`src/rtl/clk_meas_pkg.sv`:
```
`default_nettype none
// ============================================================================
// Module      : clk_meas_pkg
// Description : Shared definitions for the clock period meter: FSM state
//               encodings and the default expected period, which tracks the
//               default divide ratio of the clock divider feeding the meter.
// Revision    : 1.0 - initial release
// ============================================================================
package clk_meas_pkg;

  // Meter FSM state encodings
  localparam logic [0:0] ST_IDLE = 1'b0;
  localparam logic [0:0] ST_MEAS = 1'b1;

  // Divider default ratio; the meter expects exactly this period by default
  localparam int DIV_N_DEFAULT = 24;
  localparam int EXP_N_DEFAULT = DIV_N_DEFAULT;

endpackage : clk_meas_pkg
`default_nettype wire

```
`src/rtl/edge_sync.sv`:
```
`default_nettype none
// ============================================================================
// Module      : edge_sync
// Description : Two-flop synchronizer plus history flop for a slow
//               asynchronous input, with single-cycle edge detection.
// Revision    : 1.0 - initial release
// Ports       :
//   clk     in   system clock
//   rst_n   in   synchronous reset, active-high
//   i_sig   in   asynchronous input
//   o_s2    out  synchronized level
//   o_rise  out  one-cycle pulse on a synchronized rising edge
//   o_fall  out  one-cycle pulse on a synchronized falling edge
// ============================================================================
module edge_sync (
  input  logic clk,
  input  logic rst_n,
  input  logic i_sig,
  output logic o_s2,
  output logic o_rise,
  output logic o_fall
);

  logic r_s1;
  logic r_s2;
  logic r_s3;

  always_ff @(posedge clk) begin
    if (rst_n) begin
      r_s1 <= 1'b0;
      r_s2 <= 1'b0;
      r_s3 <= 1'b0;
    end else begin
      r_s1 <= i_sig;
      r_s2 <= r_s1;
      r_s3 <= r_s2;
    end
  end

  assign o_s2   = r_s2;
  assign o_rise = r_s2 & ~r_s3;
  assign o_fall = ~r_s2 & r_s3;

endmodule : edge_sync
`default_nettype wire

```
`src/rtl/clk_period_meter.sv`:
```
`default_nettype none
// ============================================================================
// Module      : clk_period_meter
// Description : Measures period and high time of a slow asynchronous square
//               wave in clk cycles, strobes each completed period, tracks lock
//               against an expected period and flags a stalled input.
// Revision    : 1.0 - initial release
// Ports       :
//   clk         in   system clock
//   rst_n       in   synchronous reset, active-high despite the name
//   sig_in      in   asynchronous slow square wave
//   period      out  last rising-to-rising period, in cycles
//   high_cnt    out  high time of the last completed period, in cycles
//   meas_valid  out  one-cycle strobe, period/high_cnt updated this cycle
//   locked      out  period in EXP_N+/-TOL for LOCK_CNT consecutive periods
//   timeout     out  sticky stall flag, cleared by the next measurement
// ============================================================================
module clk_period_meter
  import clk_meas_pkg::*;
#(
  parameter int CNT_W       = 32,
  parameter int EXP_N       = EXP_N_DEFAULT,
  parameter int TOL         = 1,
  parameter int LOCK_CNT    = 4,
  parameter int TIMEOUT_CYC = 1024
) (
  input  logic             clk,
  input  logic             rst_n,
  input  logic             sig_in,
  output logic [CNT_W-1:0] period,
  output logic [CNT_W-1:0] high_cnt,
  output logic             meas_valid,
  output logic             locked,
  output logic             timeout
);

  localparam int               LK_W      = $clog2(LOCK_CNT + 1);
  localparam logic [CNT_W-1:0] C_CNT_MAX = {CNT_W{1'b1}};
  localparam logic [CNT_W-1:0] C_TO_LAST = CNT_W'(TIMEOUT_CYC - 1);
  localparam logic [CNT_W-1:0] C_TOL_LO  = CNT_W'(EXP_N - TOL);
  localparam logic [CNT_W-1:0] C_TOL_HI  = CNT_W'(EXP_N + TOL);
  localparam logic [LK_W-1:0]  C_LK_MAX  = LK_W'(LOCK_CNT);

  logic w_s2;
  logic w_rise;
  logic w_fall;

  edge_sync u_edge_sync (
    .clk    (clk),
    .rst_n  (rst_n),
    .i_sig  (sig_in),
    .o_s2   (w_s2),
    .o_rise (w_rise),
    .o_fall (w_fall)
  );

  // --------------------------------------------------------------------------
  // Free-running counters
  // --------------------------------------------------------------------------
  logic [CNT_W-1:0] r_cnt;
  logic [CNT_W-1:0] r_hcnt;

  always_ff @(posedge clk) begin
    if (rst_n) begin
      r_cnt <= '0;
    end else if (w_rise) begin
      r_cnt <= '0;
    end else if (r_cnt != C_CNT_MAX) begin
      r_cnt <= r_cnt + CNT_W'(1);
    end
  end

  // The rise cycle is high but is spent clearing the counter; counting the
  // fall cycle instead keeps hcnt equal to the full high time, and it then
  // stays frozen until the next rise.
  always_ff @(posedge clk) begin
    if (rst_n) begin
      r_hcnt <= '0;
    end else if (w_rise) begin
      r_hcnt <= '0;
    end else if ((w_s2 || w_fall) && (r_hcnt != C_CNT_MAX)) begin
      r_hcnt <= r_hcnt + CNT_W'(1);
    end
  end

  // --------------------------------------------------------------------------
  // FSM: state register / next state / outputs
  // --------------------------------------------------------------------------
  logic [0:0] r_state;
  logic [0:0] w_state_nxt;
  logic       w_capture;
  logic       w_stall;

  always_ff @(posedge clk) begin
    if (rst_n) begin
      r_state <= ST_IDLE;
    end else begin
      r_state <= w_state_nxt;
    end
  end

  always_comb begin
    w_state_nxt = r_state;
    case (r_state)
      ST_IDLE: if (w_rise) w_state_nxt = ST_MEAS;
      ST_MEAS: if (!w_rise && (r_cnt == C_TO_LAST)) w_state_nxt = ST_IDLE;
      default: w_state_nxt = ST_IDLE;
    endcase
  end

  // A rise on the timeout cycle wins: it is a capture, not a stall.
  always_comb begin
    w_capture = 1'b0;
    w_stall   = 1'b0;
    if (r_state == ST_MEAS) begin
      w_capture = w_rise;
      w_stall   = !w_rise && (r_cnt == C_TO_LAST);
    end
  end

  // --------------------------------------------------------------------------
  // Measurement, lock and timeout registers
  // --------------------------------------------------------------------------
  logic [CNT_W-1:0] w_period_new;
  logic             w_in_tol;
  logic [LK_W-1:0]  w_lock_inc;

  // cnt was cleared on the previous rise, so it reads period-1 here
  assign w_period_new = r_cnt + CNT_W'(1);
  assign w_in_tol     = (w_period_new >= C_TOL_LO) && (w_period_new <= C_TOL_HI);

  logic [CNT_W-1:0] r_period;
  logic [CNT_W-1:0] r_high;
  logic             r_valid;
  logic             r_locked;
  logic             r_timeout;
  logic [LK_W-1:0]  r_lock_cnt;

  assign w_lock_inc = (r_lock_cnt == C_LK_MAX) ? r_lock_cnt : r_lock_cnt + LK_W'(1);

  always_ff @(posedge clk) begin
    if (rst_n) begin
      r_period   <= '0;
      r_high     <= '0;
      r_valid    <= 1'b0;
      r_locked   <= 1'b0;
      r_timeout  <= 1'b0;
      r_lock_cnt <= '0;
    end else begin
      r_valid <= w_capture;
      if (w_capture) begin
        r_period  <= w_period_new;
        r_high    <= r_hcnt;
        r_timeout <= 1'b0;
        if (w_in_tol) begin
          r_lock_cnt <= w_lock_inc;
          r_locked   <= (w_lock_inc == C_LK_MAX);
        end else begin
          r_lock_cnt <= '0;
          r_locked   <= 1'b0;
        end
      end else if (w_stall) begin
        r_timeout  <= 1'b1;
        r_locked   <= 1'b0;
        r_lock_cnt <= '0;
      end
    end
  end

  assign period     = r_period;
  assign high_cnt   = r_high;
  assign meas_valid = r_valid;
  assign locked     = r_locked;
  assign timeout    = r_timeout;

endmodule : clk_period_meter
`default_nettype wire

```
`config.mk`:
```
export PLATFORM = sky130hd
export DESIGN_NAME = clk_period_meter
export DESIGN_NICKNAME = d
export VERILOG_FILES = /design/src/rtl/clk_meas_pkg.sv /design/src/rtl/edge_sync.sv /design/src/rtl/clk_period_meter.sv
export SDC_FILE = /design/constraint.sdc
export NUM_CORES = 1
export LEC_CHECK = 0
export CAP_MARGIN = 20
export CORE_AREA = 2 2 128 130
export CTS_CLUSTER_DIAMETER = 50
export DETAILED_ROUTE_END_ITERATION = 7
export DIE_AREA = 0 0 130 132
export PLACE_DENSITY = 0.71
export SLEW_MARGIN = 20
export SYNTH_ARGS = -nofsm -noshare
export SYNTH_HDL_FRONTEND = slang
export SYNTH_SLANG_ARGS = --single-unit
```
`constraint.sdc`:
```
create_clock -name clk -period 4.06 [get_ports clk]
set_input_delay 0.812 -clock clk [delete_from_list [all_inputs] [get_ports clk]]
set_output_delay 0.812 -clock clk [all_outputs]
set_load 0.01 [all_outputs]
```
Word-level counts from Yosys, hierarchy flattened
Cells that the tools add are included.
{"block": "classes", "n_reduce_logical": 8, "add_sub_neg": 3, "bitwise": 5, "eq_ne": 5, "div_mod_pow": 0, "n_mul": 0, "n_mux": 12, "n_lt_le_gt_ge": 2, "n_shift": 0}
{"op": "$add 32x1->32 const B", "count": 2}
{"op": "$ne 32x32->1 const B", "count": 2}
{"op": "$eq 32x10->1 const B", "count": 1}
{"op": "$ge 32x5->1 const B", "count": 1}
{"op": "$le 32x5->1 const B", "count": 1}
{"op": "$mux 3", "count": 4}
{"op": "$mux 1", "count": 7}
{"op": "$eq 3x3->1 const B", "count": 2}
{"op": "$reduce_or 2->1", "count": 2}
{"op": "$add 3x1->3 const B", "count": 1}
{"op": "$logic_and 1x1->1", "count": 3}
{"op": "$not 1->1", "count": 3}
{"op": "$and 1x1->1", "count": 2}
{"op": "$pmux 1 s2", "count": 1}
{"op": "$reduce_bool 2->1", "count": 1}
{"op": "$logic_not 1->1", "count": 1}
{"op": "$logic_or 1x1->1", "count": 1}
{"block": "word_totals", "ram_bits": 0, "mem_bits_ro": 0, "inputBits": 3, "out_inout_bits": 67, "n_memories": 0, "ff_bits": 138, "latchBits": 0}

Logic depth before layout (Yosys ltp)
{"block": "logic_depth", "word_depth": 7, "depth_mapped": 10, "depth_no_buf": 9}

By module
A second synthesis with hierarchy kept.
{"block": "unflattened", "cells_unflattened": 728, "area_unflattened_um2": 6108.4}
{"module": "clk_period_meter", "area_each_um2": 6017.0, "n_inst": 1, "cells_each": 720}
{"module": "edge_sync", "area_each_um2": 91.3, "n_inst": 1, "cells_each": 8}

Worst setup path after synthesis
Ideal clock, no wire load.
{"block": "synth_path", "path_type": "reg2reg", "startpoint": "register r_cnt[1]", "endpoint": "register r_lock_cnt[2]", "path_buffers": 1, "path_stages_with_launch": 10, "arrival_time_ns": 2.399, "period_less_slack_ns": 2.484, "required_time_ns": 3.974, "path_slack_ns": 1.576, "path_cell_list": "dfxtp_1 -> ha_1 -> buf_2 -> nand3_1 -> or4_4 -> o31ai_4 -> o211ai_2 -> a2111oi_4 -> a41oi_1 -> a211oi_1"}
{"block": "synth_between", "elab_chain_len": 5, "elab_cells_between_ends": 10}
{"element": "start: declaration", "line_no": "clk_period_meter.sv:60", "source": "logic [CNT_W-1:0] r_cnt;"}
{"element": "start signal: assignment", "line_no": "clk_period_meter.sv:69", "source": "r_cnt <= r_cnt + CNT_W'(1);"}
{"element": "$add 32x1->32", "line_no": "clk_period_meter.sv:129", "source": "assign w_period_new = r_cnt + CNT_W'(1);"}
{"element": "$ge 32x5->1 / $le 32x5->1 (equally long branches)", "line_no": "clk_period_meter.sv:130", "source": "assign w_in_tol = (w_period_new >= C_TOL_LO) && (w_period_new <= C_TOL_HI);"}
{"element": "$logic_and 1x1->1", "line_no": "clk_period_meter.sv:130"}
{"element": "$mux 3", "line_no": "clk_period_meter.sv:155", "source": "if (w_in_tol) begin"}
{"element": "$mux 3", "line_no": "clk_period_meter.sv:151", "source": "if (w_capture) begin"}
{"element": "end signal: assignment", "line_no": "clk_period_meter.sv:156", "source": "r_lock_cnt <= w_lock_inc;"}
{"element": "end: declaration", "line_no": "clk_period_meter.sv:137", "source": "logic [LK_W-1:0] r_lock_cnt;"}
Several ways; a longest one is shown, not always the timed one.
A chain may end at the register's enable or synchronous reset.

Final worst setup path
{"block": "layout_path", "startpoint": "register r_cnt[0]", "endpoint": "register r_cnt[14]"}
{"block": "layout_between", "elab_chain_len": 1, "elab_cells_between_ends": 2}
{"element": "$add 32x1->32 / $ne 32x32->1 (equally long branches)", "line_no": "clk_period_meter.sv:69, clk_period_meter.sv:68"}
Several ways; a longest one is shown, not always the timed one.

==> flow_summary.yaml <==
route:
  wire_per_inst_um: 13.7
  wirelength_um: 13700
  dr.pass1.iters: 5
  vias_per_cell: 5.12
  ant_nets: 0
  drc: 0
  vias: 5104
  drt_iter0_markers: 358
power:
  switching_share_pct: 22.3
  p_sw_w: 0.000678
  p_clk_share_pct: 52.5
  seq_power_share_pct: 45.2
  pwr_density_cell_nw_per_um2: 400
  combPwrFrac_pct: 2.3
  finalPower_w: 0.00304
  p_leak_nw: 2.56
  irDropWorstVdd_mv: 0.278
  intPower_w: 0.00237
yosys:
  yosysWarnings: 0
  ys_ff_latch: 138
  synthCells: 722
  seq_area_frac_synth_pct: 44.3
  yosysUniqueCellTypes: 65
  synth_ff_type: "dfxtp_1"
  synth-edff-count: 0
  postSynthNetCount: 732
  ys_async_sr_fraction_pct: 0
  avgSynthCellArea_um2: 8.64
  syn_area_um2: 6240
timing:
  hold-worst-slack_ns: 0.442
  period_needed_ns: 3.14
  finalCritPeriodShare_pct: 77.4
  hold_viol_final: 0
  max_slew_margin_pct: 38.6
  finalSetupViolations: 0
  slew_viol_final: 0
  clock_skew_ns: 0.0113
  fmax_ghz: 0.318
  worst_pin_slew_ns: 0.921
  rsz0062_at_grt: "false"
  finalSetupTns_ns: 0
worst_setup_path:
  cp.arrival_ns: 3.48
  critPathMaxStageDelay_ns: 0.57
  r2r_setup_slack_ns: 0.92
  critPathRequiredTime_ns: 4.39
  slowest_stage: "dfxtp_1"
  worst-setup-path-type: "reg -> reg"
  crit_path_end: "r_cnt[14]$_SDFFE_PP0P_"
  crit_start: "r_cnt[0]$_SDFFE_PP0P_"
  worstReg2RegStart: "r_cnt[0]$_SDFFE_PP0P_"
  crit_fanout: 13
  cp-end-kind: "flop"
  worstPathCellList: "ha_1, nand3_1, nor4_4, buf_4, nand2_1, nor2_1, nand3_1, buf_4, buf_4, a21oi_1"
  cpMostUsedCell: "buf_4"
  reg2reg_to: "r_cnt[14]$_SDFFE_PP0P_"
  crit_path_start_kind: "flop"
  r2r_cells: 10
floorplanning:
  fp.coreArea_um2: 15700
  die_area_um2: 17200
  rows: 46
  io_pins: 70
  initial_core_util_pct: 39.7
  die_x_um: 130
  die_h_um: 132
grt:
  grt_max_degree: 98
  grt_pass1_vias: 4570
  grtUsageMet1_pct: 23.3
  antenna_found_initial: 0
  use_met2_pct: 23.2
  grt_use_total_pct: 16.3
  overflow: 0
  grt_busiest_layer: "met1"
  met3_usage_pct: 4.42
  grt_pass1_wl_um: 22800
cts:
  cts_buffers: 17
  clock-root-buffer: "clkbuf_16"
  holdBufCountCts: 0
  cts_setup_buffers: 0
  ctsResizeCount: 0
  cts_tree: "built"
  htree_levels: 4
  clock_latency_ns: 0.42
  cts_sinks: 138
  cts_max_path_buffers: 2
  cts.clk_slew.worst_paths_ns: 0.06
job:
  max_cap_viol_count: 0
hold_path:
  hold_class: "reg -> reg"
  min-delay-start: "u_edge_sync.r_s1$_SDFF_PP0_"
cells_and_area:
  most-common-layout-cells: "138 x dfxtp_1, 103 x nand2_1, 81 x nor2_1"
  syn2layout_area_growth_pct: 22.1
  layout.cells.most_common: "dfxtp_1"
  final_layout_size_suffix_gt1_share_pct: 8.21
  final_util_pct: 48.5
  num-nets-final: 777
  diodes: 0
placed_design:
  hpwl_um: 9110
  gp_congestion: 0.914
  port_buffers: 69
run_status:
  status: "finished, final reports clean"
-- logic make-up after synthesis --
family          synth area share (%)
mux                             1.24
fa+ha+maj                       1.40
simple gates                    25.0
buf+inv                         4.81
compound gates                  14.4
xor+xnor                        8.84
flops                           44.3
-- power by group through the flow --
| stage | logic [W] | registers (W) | clock network (W) |
|---|---|---|---|
| after global placement | 0.0000711 | 0.00140 | 0 |
| after CTS | 0.0000720 | 0.00137 | 0.00164 |
| after global routing | 0.0000812 | 0.00138 | 0.00169 |
| final | 0.0000713 | 0.00138 | 0.00160 |
| after detailed placement | 0.0000719 | 0.00140 | 0 |
| after floorplan | 0.0000551 | 0.00140 | 0 |
-- sequential cells by signal (all words and copies together) (netlist names) --
name	count
high_cnt	32
locked	1
meas_valid	1
period	32
r_cnt	32
r_hcnt	32
r_lock_cnt	3
r_state	1
timeout	1
u_edge_sync.o_s2	1
u_edge_sync.r_s1	1
u_edge_sync.r_s3	1
-- how the worst min path moves through the flow --
| stage | to | slack (ns) | cells past startpoint |
|---|---|---|---|
| 5_1_grt | u_edge_sync.o_s2$_SDFF_PP0_ | 0.46 | 1 |
| 3_3_place_gp | u_edge_sync.o_s2$_SDFF_PP0_ | 0.43 | 1 |
| 4_1_cts | u_edge_sync.o_s2$_SDFF_PP0_ | 0.45 | 1 |
| 2_1_floorplan | u_edge_sync.o_s2$_SDFF_PP0_ | 0.41 | 1 |
| 3_5_place_dp | u_edge_sync.o_s2$_SDFF_PP0_ | 0.43 | 1 |
| 6_report | u_edge_sync.o_s2$_SDFF_PP0_ | 0.44 | 1 |
-- cell usage after synthesis (2+ instances only) --
master	n	share of area, %
o21ai_0	6	0.48
ha_1	7	1.4
and2_1	4	0.40
a31oi_1	4	0.40
xnor2_1	27	3.8
nor4_1	9	0.90
or4_4	2	0.36
nor2_1	82	4.9
dfxtp_1	138	44
nor3_1	8	0.64
nor2b_1	7	0.70
xor2_1	36	5.1
inv_1	13	0.78
a211oi_1	34	4.1
nor3_2	2	0.32
nand4_1	24	2.4
a21oi_1	77	6.2
nand2_1	103	6.2
and3_1	12	1.2
or3_1	3	0.30
nand3_1	19	1.5
mux2i_1	4	0.64
or4_1	2	0.24
nor4_4	2	0.68
buf_6	4	0.72
and4_1	13	1.8
clkbuf_1	31	1.9
nand2b_1	2	0.20
buf_4	6	0.72
buf_1	5	0.30
nand4_2	2	0.40
-- routing by layer --
metal	share of wire [%]	wire length [um]
met3	4.9	673
met2	44	6060
met4	1.9	257
met5	0	0
met1	49	6680
-- through the flow --
stage / instances / setup WS (ns) / instance area [um2]
finish: 996 / 0.917 / 7620
global route: 996 / 0.686 / 7620
CTS: 996 / 0.951 / 7620
detailed placement: 964 / 0.975 / 7000
global placement: 964 / 1.16 / 7000
floorplan: 722 / 1.58 / 6240
-- worst max-delay path, delay by kind of cell, from the launching register on --
| family | cells | cell delay, ns |
|---|---|---|
| buffers and inverters | 3 | 0.74 |
| adder cells (fa/ha/maj) | 1 | 0.38 |
| AO/OA/AOI/OAI | 1 | 0.12 |
| AND/OR/NAND/NOR | 5 | 1.24 |
| flip-flops | 1 | 0.57 |
-- final cells by class --
type / instances / area, um2
clock buffer: 17 / 425
clock inverter: 15 / 189
sequential: 138 / 2760
fill: 1478 / 8100
multi-input combinational: 521 / 3190
inverter: 14 / 52.6
timing repair buffer: 75 / 731
tap: 216 / 270
No activity file was read; power rests on OpenSTA's default activity.
